## config.mk

```make
export PLATFORM = sky130hd
export DESIGN_NAME = selector_config
export DESIGN_NICKNAME = d
export VERILOG_FILES = /design/src/rtl/selector_config_pkg.sv /design/src/rtl/selector_config_debounce_pulse.sv /design/src/rtl/selector_config.sv
export SDC_FILE = /design/constraint.sdc
export NUM_CORES = 1
export LEC_CHECK = 0
export ABC_AREA = 1
export CAP_MARGIN = 20
export CORE_UTILIZATION = 45
export CTS_BUF_LIST = sky130_fd_sc_hd__clkbuf_8
export CTS_CLUSTER_SIZE = 12
export DETAILED_ROUTE_END_ITERATION = 10
export PLACE_DENSITY_LB_ADDON = 0.12
export SETUP_SLACK_MARGIN = 0.05
export SKIP_CTS_REPAIR_TIMING = 1
export SYNTH_ARGS = -nofsm -noshare
export SYNTH_HDL_FRONTEND = slang
export SYNTH_SLANG_ARGS = --single-unit
```

## constraint.sdc

```tcl
create_clock -name clk -period 1.8 [get_ports clk]
set_input_delay 0.36 -clock clk [delete_from_list [all_inputs] [get_ports clk]]
set_output_delay 0.36 -clock clk [all_outputs]
set_load 0.02 [all_outputs]
```

## src/rtl/selector_config_pkg.sv

```systemverilog
// selector_config_pkg
//   Shared definitions for the selector_config slice: the debounce FSM
//   state encoding, default parameter values and the saturating
//   up/down step used for the bf/bc selection registers.
package selector_config_pkg;

  // Debounce FSM states, one FSM per push-button.
  typedef enum logic [1:0] {
    DEB_RELEASED     = 2'd0,
    DEB_PRESS_WAIT   = 2'd1,
    DEB_PRESSED      = 2'd2,
    DEB_RELEASE_WAIT = 2'd3
  } deb_state_t;

  localparam int         DEB_CYCLES_DEF = 500000;
  localparam logic [3:0] MAX_BF_DEF     = 4'd9;
  localparam logic [3:0] MAX_BC_DEF     = 4'd9;

  // One saturating step: +1 up to maxv, -1 down to 0. Simultaneous
  // up and down cancel, so the value is left unchanged.
  function automatic logic [3:0] sat_step(input logic [3:0] v,
                                          input logic       up,
                                          input logic       dn,
                                          input logic [3:0] maxv);
    logic [3:0] r;
    r = v;
    if (up && !dn) begin
      if (v < maxv) r = v + 4'd1;
    end else if (dn && !up) begin
      if (v != 4'd0) r = v - 4'd1;
    end
    return r;
  endfunction

endpackage

```

## src/rtl/selector_config_debounce_pulse.sv

```systemverilog
// debounce_pulse
//   Two-flop synchronizer, four-state debounce FSM and a registered
//   one-cycle pulse emitted only when a press is accepted.
//   Ports:
//     clk    - system clock
//     rst_n  - asynchronous active-low reset
//     btn    - raw, bouncing push-button level
//     pulse  - one-cycle pulse per accepted press
module debounce_pulse
  import selector_config_pkg::*;
#(
  parameter int DEB_CYCLES = DEB_CYCLES_DEF
) (
  input  logic clk,
  input  logic rst_n,
  input  logic btn,
  output logic pulse
);

  // Counter runs 0..DEB_CYCLES-1 and is cleared on every exit from a
  // WAIT state, so it can never wrap.
  localparam int            CW       = $clog2(DEB_CYCLES);
  localparam logic [CW-1:0] CNT_LAST = CW'(DEB_CYCLES - 1);

  logic [1:0]    sync_reg;
  logic          synced;
  deb_state_t    state_reg, state_next;
  logic [CW-1:0] cnt_reg, cnt_next;
  logic          pulse_reg, pulse_next;

  assign synced = sync_reg[1];
  assign pulse  = pulse_reg;

  // State register
  always_ff @(posedge clk or negedge rst_n) begin
    if (!rst_n) begin
      sync_reg  <= 2'b00;
      state_reg <= DEB_RELEASED;
      cnt_reg   <= '0;
      pulse_reg <= 1'b0;
    end else begin
      sync_reg  <= {sync_reg[0], btn};
      state_reg <= state_next;
      cnt_reg   <= cnt_next;
      pulse_reg <= pulse_next;
    end
  end

  // Next-state logic. The sample that moves RELEASED->PRESS_WAIT is
  // not counted; DEB_CYCLES further stable samples are then required.
  always_comb begin
    state_next = state_reg;
    cnt_next   = '0;
    case (state_reg)
      DEB_RELEASED: begin
        if (synced) state_next = DEB_PRESS_WAIT;
      end
      DEB_PRESS_WAIT: begin
        if (!synced)                 state_next = DEB_RELEASED;
        else if (cnt_reg == CNT_LAST) state_next = DEB_PRESSED;
        else                         cnt_next   = cnt_reg + 1'b1;
      end
      DEB_PRESSED: begin
        if (!synced) state_next = DEB_RELEASE_WAIT;
      end
      DEB_RELEASE_WAIT: begin
        if (synced)                  state_next = DEB_PRESSED;
        else if (cnt_reg == CNT_LAST) state_next = DEB_RELEASED;
        else                         cnt_next   = cnt_reg + 1'b1;
      end
      default: state_next = DEB_RELEASED;
    endcase
  end

  // Output logic: pulse only on the accepted PRESS_WAIT->PRESSED move.
  always_comb begin
    pulse_next = (state_reg == DEB_PRESS_WAIT) && synced && (cnt_reg == CNT_LAST);
  end

endmodule

```

## src/rtl/selector_config.sv

```systemverilog
// selector_config
//   Three debounced push-buttons adjust two saturating 4-bit indices
//   (frequency bf, current bc); btn_mode chooses which one is edited.
//   Ports:
//     clk       - system clock
//     rst_n     - asynchronous active-low reset (clean deassert assumed)
//     btn_up    - raw increment button
//     btn_down  - raw decrement button
//     btn_mode  - raw selection toggle button
//     opcion    - 0: bf selected, 1: bc selected
//     bf, bc    - registered selection indices
module selector_config
  import selector_config_pkg::*;
#(
  parameter int         DEB_CYCLES = DEB_CYCLES_DEF,
  parameter logic [3:0] MAX_BF     = MAX_BF_DEF,
  parameter logic [3:0] MAX_BC     = MAX_BC_DEF
) (
  input  logic       clk,
  input  logic       rst_n,
  input  logic       btn_up,
  input  logic       btn_down,
  input  logic       btn_mode,
  output logic       opcion,
  output logic [3:0] bf,
  output logic [3:0] bc
);

  // Index 0 = up, 1 = down, 2 = mode
  logic [2:0] btn_vec;
  logic [2:0] pulse_vec;

  assign btn_vec = {btn_mode, btn_down, btn_up};

  generate
    for (genvar gi = 0; gi < 3; gi++) begin : g_deb
      debounce_pulse #(
        .DEB_CYCLES(DEB_CYCLES)
      ) u_deb (
        .clk  (clk),
        .rst_n(rst_n),
        .btn  (btn_vec[gi]),
        .pulse(pulse_vec[gi])
      );
    end
  endgenerate

  logic       opcion_reg, opcion_next;
  logic [3:0] bf_reg, bf_next;
  logic [3:0] bc_reg, bc_next;

  // Up/down act on the register chosen by the current opcion, i.e. the
  // selection before any simultaneous mode toggle takes effect.
  always_comb begin
    bf_next     = bf_reg;
    bc_next     = bc_reg;
    opcion_next = opcion_reg ^ pulse_vec[2];
    if (!opcion_reg) bf_next = sat_step(bf_reg, pulse_vec[0], pulse_vec[1], MAX_BF);
    else             bc_next = sat_step(bc_reg, pulse_vec[0], pulse_vec[1], MAX_BC);
  end

  always_ff @(posedge clk or negedge rst_n) begin
    if (!rst_n) begin
      opcion_reg <= 1'b0;
      bf_reg     <= 4'd0;
      bc_reg     <= 4'd0;
    end else begin
      opcion_reg <= opcion_next;
      bf_reg     <= bf_next;
      bc_reg     <= bc_next;
    end
  end

  assign opcion = opcion_reg;
  assign bf     = bf_reg;
  assign bc     = bc_reg;

endmodule

```

* Word-level counts from Yosys, hierarchy flattened
Cells that the tools add are included.
** Word-level totals
- Flip-flop bits (word level) :: 81
- Input bits :: 5
- Output and inout port bits :: 9
- Logic and storage cells :: 116
** Cells by class
- $add $sub $neg :: 7
- Magnitude comparators :: 2
- Equality and inequality tests :: 26
- Mux-type cells :: 41
- Bitwise gates (word level) :: 2
- Reduce and logical (&&, ||, !) cells :: 23
** Operator list (count)
- 19-bit 2-to-1 mux :: 9
- 19-bit case mux with 2 select lines :: 3
- 19-bit by 1-bit adder with 19-bit output, second input constant :: 3
- 19-bit equality test, second input constant :: 3
- 2-bit 2-to-1 mux :: 18
- 4-bit 2-to-1 mux :: 8
- 2-bit case mux with 4 select lines :: 3
- 4-bit AND reduction :: 5
- 2-bit equality test, second input constant :: 6
- 3-bit by 1-bit inequality test with 1-bit output, second input constant :: 3
- 3-bit inequality test, second input constant :: 3
- 4-bit by 1-bit adder with 4-bit output, second input constant :: 2
- 1-bit logical AND :: 8
- 4-bit < comparator, second input constant :: 2
- 2-bit by 1-bit inequality test with 1-bit output, second input constant :: 4
- 2-bit inequality test, second input constant :: 4
- 4-bit nonzero test :: 2
- 4-bit by 1-bit subtractor with 4-bit output, second input constant :: 2
- 2-bit by 1-bit equality test with 1-bit output, second input constant :: 3
- 2-bit zero test :: 3
- 2-bit nonzero test :: 3
- 1-bit zero test :: 2
- 1-bit NOT :: 1
- 1-bit bitwise XOR :: 1

* Depth between registers and ports, before layout
Gate-level depths: netlist (run 1).
- Depth after elaboration :: 4
- Gate-level depth with buffers :: 10
- Mapped depth without buffers :: 9

* Modules after synthesis
From an unflattened synthesis (run 1), not the netlist that was laid out.
** Second synthesis, totals
- Cells, all modules :: 657
- Area total of the unflattened synthesis :: 4843.4 um^2
** By module, submodules not included
- debounce_pulse at g_deb[1].u_deb ... :: instances 2, cells each 191, area an instance 1400.1 um^2
- debounce_pulse at g_deb[0].u_deb :: instances 1, cells each 176, area an instance 1368.8 um^2
- selector_config :: instances 1, cells each 99, area an instance 674.4 um^2

* Least setup slack after synthesis (run 1)
No wires, ideal clock.
- Kind :: register to register
- Start :: register g_deb[1].u_deb.pulse_reg
- End :: register bf_reg[3], in the netlist bf[3]
- Data arrival time :: 1.575 ns
- Path slack :: 0.108 ns
- Cell stages (with the launch flop) :: 11
- Period minus slack after synthesis :: 1.692 ns
- Cell sequence :: dfrtp_1 -> inv_1 -> ha_1 -> buf_2 -> inv_1 -> ha_1 -> nand3_1 -> and2_0 -> xor2_1 -> nand2_1 -> nand2_1
** Between the ends
- Word-level cells in the longest chain between the ends :: 4
- Elaborated cells on any way between the ends :: 8
- Classes of those cells :: 1 x eq/ne; 1 x mux; 6 x reduce/logical
** RTL lines
- from (decl) :: line selector_config_debounce_pulse.sv:29 : logic pulse_reg, pulse_next;
- from (signal assigned) :: line selector_config_debounce_pulse.sv:45 : pulse_reg <= pulse_next;
- 1-bit zero test :: line selector_config_pkg.sv:27 : if (up && !dn) begin
- 1-bit logical AND :: line selector_config_pkg.sv:27
- 2-bit inequality test (no source line) / 2-bit nonzero test (equally long branches)
- 4-bit AND reduction (no source line)
- to (signal assigned) :: line selector_config.sv:69 : bf_reg <= bf_next;
- to (decl) :: line selector_config.sv:49 : logic [3:0] bf_reg, bf_next;
Parallel ways exist; a longest one is shown, timed or not.
A chain may end at the register's enable or synchronous reset.

* Worst setup path in the final report (run 1)
Same ends and word-level chain as after synthesis.

==> results of run 1 <==
-- cell usage in the layout (no fill, tap or decap), types with 6 or more instances in the layout --
cell type and count:
inv_1 55, xnor2_1 12, a21oi_1 7, nand2_1 171
dfrtp_1 80, nand4_1 6, nor2_1 133, nor2_4 12
nand3_1 33, o21ai_0 6, xor2_1 24, dlymetal6s2s_1 9
ha_1 7, clkbuf_8 9
-- layout make-up --
| cell class | count | share of cell area |
|---|---|---|
| Tap cell | 129 | 0.0323 |
| Clock inverter | 7 | 0.0135 |
| Inverter | 60 | 0.0466 |
| Multi-Input combinational cell | 439 | 0.434 |
| Sequential cell | 81 | 0.406 |
| Clock buffer | 9 | 0.0248 |
| Timing Repair Buffer | 19 | 0.0421 |
-- power by group through the flow --
stage               logic, mW  registers, mW  clock network (mW)
floorplan              0.0540           1.88                   0
global placement        0.114           1.88                   0
detailed placement      0.115           1.88                   0
CTS                     0.115           1.85                1.39
global route            0.133           1.85                1.46
finish                  0.112           1.85                1.33
-- routing by layer --
| layer | up-vias | wire (µm) |
|---|---|---|
| li1 | 1847 | - |
| met1 | 1588 | 4190 |
| met2 | 52 | 3750 |
| met3 | 17 | 332 |
| met4 | 0 | 175 |
| met5 | - | 0 |
-- cell families after synthesis --
logic type	Yosys count	share of synthesized area
flip-flops	81	0.455
AO/OA/AOI/OAI	17	0.0205
adder cells (fa/ha/maj)	10	0.0315
buffers and inverters	64	0.0610
AND/OR/NAND/NOR	376	0.361
XOR/XNOR	36	0.0708
-- worst max path at each step --
stage,from,to,slack (ns),depth (start not counted)
after floorplan,g_deb[1].u_deb.pulse$_DFF_PN0_,bf[3]$_DFFE_PN0P_,0.11,10
after global placement,g_deb[0].u_deb.pulse$_DFF_PN0_,bc[3]$_DFFE_PN0P_,0.19,8
after detailed placement,g_deb[0].u_deb.pulse$_DFF_PN0_,bc[3]$_DFFE_PN0P_,0.14,8
after CTS,bf[0]$_DFFE_PN0P_,bf[0],-0.08,1
after global routing,g_deb[1].u_deb.pulse$_DFF_PN0_,bc[3]$_DFFE_PN0P_,0.05,9
final,g_deb[1].u_deb.pulse$_DFF_PN0_,bf[3]$_DFFE_PN0P_,0.21,9
-- critical path: stages, from the launching register on --
cell and delay, ns:
dfrtp_1 0.37, inv_1 0.05, ha_1 0.16, inv_2 0.08, ha_1 0.33, nand3_1 0.08, and2_0 0.17, xor2_1 0.14
nand2_1 0.06, nand2_1 0.04
==> flow_summary.ini, run 1 <==
[run_status]
outcome = finished clean

[hold_path]
min_path_type = flip-flop to flip-flop
whs_endpoint = g_deb[0].u_deb.sync_reg[1]$_DFF_PN0_
hp-start = g_deb[0].u_deb.sync_reg[0]$_DFF_PN0_
hold_path_depth = 0

[cts]
h-tree-depth = 3
clk_latency_ns = 0.38
cts_sinks = 81
cts.clk_slew.worst_paths_ns = 0.10
cts-root-buf = clkbuf_8
cts_buffers = 9
cts_tree = done
clk_path_buf_depth = 2

[detailed_routing]
dr.pass1.iters = 4
ant_nets = 0
vias_per_cell = 4.71
routed_wl_um = 8450
detail_route.wl_per_cell_um = 11.4
dr_total_vias = 3504
drt_iter0_drc = 110
drt_drc_violations_left = 0

[pwr]
seqPwrFrac = 0.562
power_density_nw_per_um2 = 659
p_comb_frac = 0.034
peakVddDrop_uv = 430
power.leakage_nw = 2.23
p_clk_frac = 0.404
intPower_mw = 2.41
p_sw_uw = 875
power.share.switching = 0.266
power_mw = 3.29

[floorplan]
die_y_um = 101
die_w_um = 101
fp.coreArea_um2 = 9420
dieArea_um2 = 10300
fp-row-count = 35
io_pins = 14
initial_core_util = 0.473

[cells_and_area]
nNetsFinal = 625
num_antenna_cells = 0
fillers = 894
multi_input_area_um2 = 2170
final_layout_size_suffix_gt1_frac = 0.0829
final_util = 0.530
final_cell_area_um2 = 4990
syn_to_final_growth_pct = 12.1
seq_area_um2 = 2030
stdcell_count = 744
largest_reg_flops = 57

[synthesis]
async_reset_ff_frac = 1.00
synth_cell_types = 29
synth-seq-cells = 81
yosys-top-cells-count = nand2_1, nor2_1, dfrtp_1, inv_1, nand3_1
synth_nets = 599
yosys-top-cells-area = dfrtp_1, nand2_1, nor2_1, inv_1, xor2_1
yosys_warnings = 0
synth_cells = 584
syn_avg_cell_area_um2 = 7.63
synth_flop_cell = dfrtp_1
synth_most_common_cell = nand2_1
ys_seq_area_frac = 0.455
yosys.area.top_type = dfrtp_1
synth_top_area_frac = 0.455
syn-cell-area_um2 = 4450
synth-edff-count = 0

[setup_path]
worstPathRequired_ns = 2.07
regToRegSetupSlack_ns = 0.21
critPathMaxFanout = 6
reg2reg_to = bf[3]$_DFFE_PN0P_
cp-end-kind = flip-flop
rr_startpoint = g_deb[1].u_deb.pulse$_DFF_PN0_
r2r_cells = 9
critPathKind = flip-flop to flip-flop
start_kind = flip-flop
cp.arrival_ns = 1.86

[placement]
port-buffer-count = 13
globalplace.congestion = 0.905
hpwl_um = 6130
placed_area_um2 = 4750
place_ws_ns = 0.137
place_inst = 727

[global_routing]
grt.busiest_layer = met2
grt_use_met3 = 0.0524
grt_overflow = 0
antenna_found_initial = 0
grtUsageTotal = 0.192
grt_max_degree = 38
grtUsageMet2 = 0.300
first_global_vias = 3412
use_met1 = 0.256
grt_pass1_wl_um = 15300

[timing]
worst_slack_ns = 0.213
whs_ns = 0.358
setup_viol = 0
finalHoldViolCount = 0
min_period_ns = 1.59
worst_slew_pin_slew_ns = 0.443
rsz0062_at_grt = false
fmax_mhz = 630
fin_setup_tns_ns = 0
final_max_slew_viol_count = 0
max_slew_margin = 0.704
period_share = 0.882
finalClockSkew_ns = 0.0115

[flow_run]
cap_violations = 0
Note: power is estimated with default switching activity, not from simulation.
==> run 2: changes to the inputs <==
--- a/config.mk
+++ b/config.mk
@@ -5,14 +5,13 @@
 export SDC_FILE = /design/constraint.sdc
 export NUM_CORES = 1
 export LEC_CHECK = 0
-export ABC_AREA = 1
 export CAP_MARGIN = 20
 export CORE_UTILIZATION = 45
 export CTS_BUF_LIST = sky130_fd_sc_hd__clkbuf_8
 export CTS_CLUSTER_SIZE = 12
 export DETAILED_ROUTE_END_ITERATION = 10
 export PLACE_DENSITY_LB_ADDON = 0.12
-export SETUP_SLACK_MARGIN = 0.05
+export SETUP_SLACK_MARGIN = 0.4
 export SKIP_CTS_REPAIR_TIMING = 1
 export SYNTH_ARGS = -nofsm -noshare
 export SYNTH_HDL_FRONTEND = slang
==> flow_summary.ini, run 2 <==
[run_status]
outcome = finished clean

[detailed_routing]
vias_per_cell = 5.39
drt_drc_violations_left = 0
ant_nets = 0
detail_route.wl_per_cell_um = 14.5
drt_iter0_drc = 68
routed_wl_um = 8260
dr_total_vias = 3059
dr.pass1.iters = 4

[synthesis]
synth_cell_types = 46
yosys-top-cells-area = dfrtp_1, xnor2_1, nor2_1, xor2_1, nand3_1
yosys.area.top_type = dfrtp_1
ys_seq_area_frac = 0.510
synth_most_common_cell = dfrtp_1
synth-edff-count = 0
synth_flop_cell = dfrtp_1
syn-cell-area_um2 = 3970
yosys-top-cells-count = dfrtp_1, nor2_1, xnor2_1, nand2_1, nand3_1
yosys_warnings = 0
synth_top_area_frac = 0.510
yosys.area_share.simple = 0.242
synth_cells = 384
async_reset_ff_frac = 1.00
synth-adder-area-share = 0.0353
syn_avg_cell_area_um2 = 10.3
synth_compound_area_frac = 0.0706
muxShareOfSynthArea = 0.0142
synth-seq-cells = 81
synth_top_family_by_area = simple AND/OR/NAND/NOR gates
synth_xor_xnor_area_share = 0.106
synth_nets = 399

[pwr]
peakVddDrop_uv = 354
power_density_nw_per_um2 = 604
power_mw = 3.22
power.leakage_nw = 2.12

[floorplan]
initial_core_util = 0.474
fp.coreArea_um2 = 8380
io_pins = 14
dieArea_um2 = 9210
fp-row-count = 33
die_w_um = 96.0
die_y_um = 96.0

[global_routing]
grt_max_degree = 82
grtUsageTotal = 0.188
grt_overflow = 0
grt_pass1_wl_um = 13300
antenna_found_initial = 0
first_global_vias = 2897

[cells_and_area]
layout_commonest_cell = dfrtp_1
num_antenna_cells = 0
final_layout_size_suffix_gt1_frac = 0.378
nNetsFinal = 473
final_cell_mix = dfrtp_1, buf_4, nor2_1, xnor2_1, nand2_1
final_cell_area_um2 = 5320
stdcell_count = 568
syn_to_final_growth_pct = 33.9
largest_reg_flops = 57

[cts]
cts_tree = done
clk_latency_ns = 0.35
clk_path_buf_depth = 2
cts_sinks = 81
cts-root-buf = clkbuf_8
h-tree-depth = 3
cts_buffers = 9
cts.clk_slew.worst_paths_ns = 0.09

[placement]
hpwl_um = 5230
globalplace.congestion = 0.826
placed_area_um2 = 4600
place_inst = 533
port-buffer-count = 13

[flow_run]
cap_violations = 0

[setup_path]
cp.arrival_ns = 2.00
cp_slowest_cell = or4b_4
critPathKind = flip-flop to flip-flop
start_kind = flip-flop
regToRegSetupSlack_ns = 0.04
rr_startpoint = g_deb[1].u_deb.cnt_reg[5]$_DFF_PN0_
critPathMaxFanout = 3
cp_cell_sequence = or4b_4 > nor4_4 > nand3_2 > mux2_2
r2r_cells = 4
slowest_delay_ns = 0.55
worstPathRequired_ns = 2.04
cp-end-kind = flip-flop

[timing]
rsz0062_at_grt = true
period_share = 0.980
whs_ns = 0.0269
min_period_ns = 1.76
setup_viol = 0
worst_slew_pin_slew_ns = 0.421
max_slew_margin = 0.717
finalClockSkew_ns = 0.00963
fmax_mhz = 567
finalHoldViolCount = 0
final_max_slew_viol_count = 0

[hold_path]
min_path_type = input port to asynchronous set/reset pin
==> run 2: cell count changes after synthesis, sizes merged, moves of 6 or more <==
cell	before	now
inv	60	12
xnor2	12	33
or4	0	11
or3	0	8
nand4	6	13
xor2	24	15
o31ai	0	7
nand2	172	25
nor2	150	52
nand3	36	22
nor4	1	15
a21oi	7	17
nor3b	0	6
==> run 2: power breakdown <==
part / switching [mW] / total (mW) / internal (mW)
logic: 0.0831 / 0.132 / 0.0488
registers: 0.0167 / 1.85 / 1.83
clock network: 0.694 / 1.23 / 0.539
total: 0.794 / 3.22 / 2.42
==> run 2: through the flow <==
step | TNS [ns] | utilization | setup WS (ns)
after floorplan | 0 | - | 0.00967
after global placement | 0 | 0.549 | 0.0244
after detailed placement | 0 | 0.549 | 0.00406
after CTS | -0.189 | 0.570 | -0.0614
after global routing | -0.352 | 0.635 | -0.0268
final | 0 | 0.635 | 0.0368
==> run 2: cells by family after synthesis <==
logic type	count (synthesis)
xor+xnor	48
flops	81
buf+inv	20
compound gates	41
simple gates	179
fa+ha+maj	10
mux	5
==> run 2: worst max path at each step <==
stage	start	end	depth (start not counted)	slack (ns)
global placement	g_deb[1].u_deb.cnt_reg[7]$_DFF_PN0_	flip-flop	4	0.02
CTS	opcion$_DFF_PN0_	opcion	1	-0.06
detailed placement	g_deb[1].u_deb.cnt_reg[7]$_DFF_PN0_	flip-flop	4	0.004
global route	g_deb[1].u_deb.cnt_reg[0]$_DFF_PN0_	g_deb[1].u_deb.cnt_reg[16]$_DFF_PN0_	5	-0.03
floorplan	bc[2]$_DFFE_PN0P_	bc[1]$_DFFE_PN0P_	3	0.01
finish	g_deb[1].u_deb.cnt_reg[5]$_DFF_PN0_	flip-flop	4	0.04
==> run 2: layout make-up <==
cell class	count	area [µm²]
fillers	671	3060
multi-input cells	283	2280
flip-flops and latches	81	2050
repair buffers	71	637
clock buffers	10	138
well taps	105	131
inverters	12	50.0
clock inverters	6	41.3
==> run 2: layer usage <==
metal | track usage | vias to the layer above | routed length (µm)
met5 | 0 | - | 0
met4 | 0.0622 | 0 | 56
met3 | 0.0450 | 6 | 196
met2 | 0.310 | 23 | 4190
met1 | 0.244 | 1516 | 3820
li1 | - | 1514 | -
==> run 2: critical path, delay by kind of cell, from the launching register on <==
family | cells | cell delay [ns]
flip-flops | 1 | 0.38
multiplexers | 1 | 0.29
AND/OR/NAND/NOR | 3 | 0.99
==> run 3: changes to the inputs <==
--- a/config.mk
+++ b/config.mk
@@ -6,11 +6,13 @@
 export NUM_CORES = 1
 export LEC_CHECK = 0
 export CAP_MARGIN = 20
+export CORE_MARGIN = 5
 export CORE_UTILIZATION = 45
 export CTS_BUF_LIST = sky130_fd_sc_hd__clkbuf_8
 export CTS_CLUSTER_SIZE = 12
 export DETAILED_ROUTE_END_ITERATION = 10
 export PLACE_DENSITY_LB_ADDON = 0.12
+export RECOVER_POWER = 25
 export SETUP_SLACK_MARGIN = 0.4
 export SKIP_CTS_REPAIR_TIMING = 1
 export SYNTH_ARGS = -nofsm -noshare
==> flow_summary.ini, run 3 (synthesized netlist as in run 2, its figures left out) <==
[cts]
cts.clk_slew.worst_paths_ns = 0.08
h-tree-depth = 3
cts_tree = done
clk_latency_ns = 0.35
clk_path_buf_depth = 2
cts_sinks = 81
cts_buffers = 9
cts-root-buf = clkbuf_8

[floorplan]
initial_core_util = 0.458
io_pins = 14
dieArea_um2 = 10800
fp.coreArea_um2 = 8680
fp-row-count = 34
die_y_um = 104
die_w_um = 104

[setup_path]
cp-end-kind = flip-flop
start_kind = flip-flop
cp_slowest_cell = or4b_4
critPathMaxFanout = 19
worstPathRequired_ns = 2.03
critPathKind = flip-flop to flip-flop
crit_family = simple AND/OR/NAND/NOR gates
cp_cell_sequence = or4b_4 > nor4_4 > a21o_1 > buf_12 > nor2_1
regToRegSetupSlack_ns = 0.01
slowest_delay_ns = 0.55
cp.arrival_ns = 2.02
critical_path_buf_inv_count = 1

[timing]
rsz0062_at_grt = true
setup_viol = 0
period_share = 0.993
fmax_mhz = 559
worst_slew_pin_slew_ns = 0.387
worst_slack_ns = 0.0122
finalClockSkew_ns = 0.0112
final_max_slew_viol_count = 0
max_slew_margin = 0.739
min_period_ns = 1.79
finalHoldViolCount = 0

[pwr]
power.share.switching = 0.216
p_clk_frac = 0.452
intPower_mw = 2.85
seqPwrFrac = 0.508
peakVddDrop_uv = 586
power_mw = 3.63
p_comb_frac = 0.040
power_density_nw_per_um2 = 664
p_sw_uw = 783
power.leakage_nw = 2.13

[cells_and_area]
syn_to_final_growth_pct = 37.8
final_util = 0.631
seq_area_um2 = 2040
largest_reg_flops = 57
multi_input_area_um2 = 2340
fillers = 703
final_cell_mix = dfrtp_1, buf_4, xnor2_1, nor2_4, nor2_1
nNetsFinal = 476
final_layout_size_suffix_gt1_frac = 0.401
num_antenna_cells = 0
layout_commonest_cell = dfrtp_1

[detailed_routing]
ant_nets = 0
detail_route.wl_per_cell_um = 14.3
dr_total_vias = 3037
wl_met1_um = 3850
vias_per_cell = 5.29
dr_wl_met3_um = 221
drt_iter0_drc = 104
dr.pass1.iters = 4
dr_wl_met2_um = 4070
routed_wl_um = 8210
routed.top_layer = met4
drt_drc_violations_left = 0

[global_routing]
grt_pass1_wl_um = 13600
grt_max_degree = 41
grtUsageTotal = 0.150
first_global_vias = 2974
antenna_found_initial = 0
grt_overflow = 0

[placement]
globalplace.congestion = 0.806
port-buffer-count = 13
hpwl_um = 5320
place_ws_ns = 0.0214

[hold_path]
min_path_type = flip-flop to flip-flop

[flow_run]
cap_violations = 0

[run_status]
outcome = finished clean
-- run 3: cell count changes in the layout (fill, tap and decap cells not counted), moves of 3 or more --
cell	delta
buf_4	+3
dlygate4sd3_1	+4
clkdlybuf4s50_1	-3
nor2_1	-10
a21oi_1	-4
buf_6	-4
a21oi_4	+3
nor2_4	+10
bufinv_16	+3
clkbuf_2	+3
-- run 3: stage by stage --
step	area [µm²]	hold WS (ns)	setup TNS (ns)	std cells
3_3_place_gp	4630	0.261	0	538
4_1_cts	4880	-0.131	-0.237	554
2_1_floorplan	4110	0.0644	0	384
6_report	5470	0.356	0	574
3_5_place_dp	4630	0.260	0	538
5_1_grt	5470	0.375	-1.24	574
-- run 3: routing by layer --
metal | GRT usage | vias up
li1 | - | 1525
met1 | 0.203 | 1473
met2 | 0.237 | 33
met3 | 0.0391 | 6
met4 | 0.0453 | 0
met5 | 0 | -
-- run 3: final timing paths --
path | cells past startpoint | to | start
worst max register to register | 5 | g_deb[1].u_deb.cnt_reg[11]$_DFF_PN0_ | g_deb[1].u_deb.cnt_reg[7]$_DFF_PN0_
min in group asynchronous | 2 | g_deb[1].u_deb.cnt_reg[18]$_DFF_PN0_ | rst_n
worst min-delay path | 0 | g_deb[2].u_deb.sync_reg[1]$_DFF_PN0_ | g_deb[2].u_deb.sync_reg[0]$_DFF_PN0_
worst min register to register | 0 | g_deb[2].u_deb.sync_reg[1]$_DFF_PN0_ | g_deb[2].u_deb.sync_reg[0]$_DFF_PN0_
max in group asynchronous | 3 | bc[0]$_DFFE_PN0P_ | rst_n
worst max-delay path | 5 | g_deb[1].u_deb.cnt_reg[11]$_DFF_PN0_ | g_deb[1].u_deb.cnt_reg[7]$_DFF_PN0_
-- run 3: layout make-up --
class | count | share of cell area
Clock buffer | 10 | 0.0251
Clock inverter | 6 | 0.0208
Inverter | 12 | 0.00960
Multi-Input combinational cell | 283 | 0.428
Sequential cell | 81 | 0.373
Tap cell | 108 | 0.0247
Timing Repair Buffer | 74 | 0.118
-- run 3: power groups by stage --
stage          Clock, mW  Combinational [mW]  Sequential [mW]
4_1_cts             1.72               0.118             1.85
3_3_place_gp           0               0.116             1.88
2_1_floorplan          0              0.0473             1.88
3_5_place_dp           0               0.118             1.88
5_1_grt             1.78               0.164             1.85
6_report            1.64               0.145             1.85
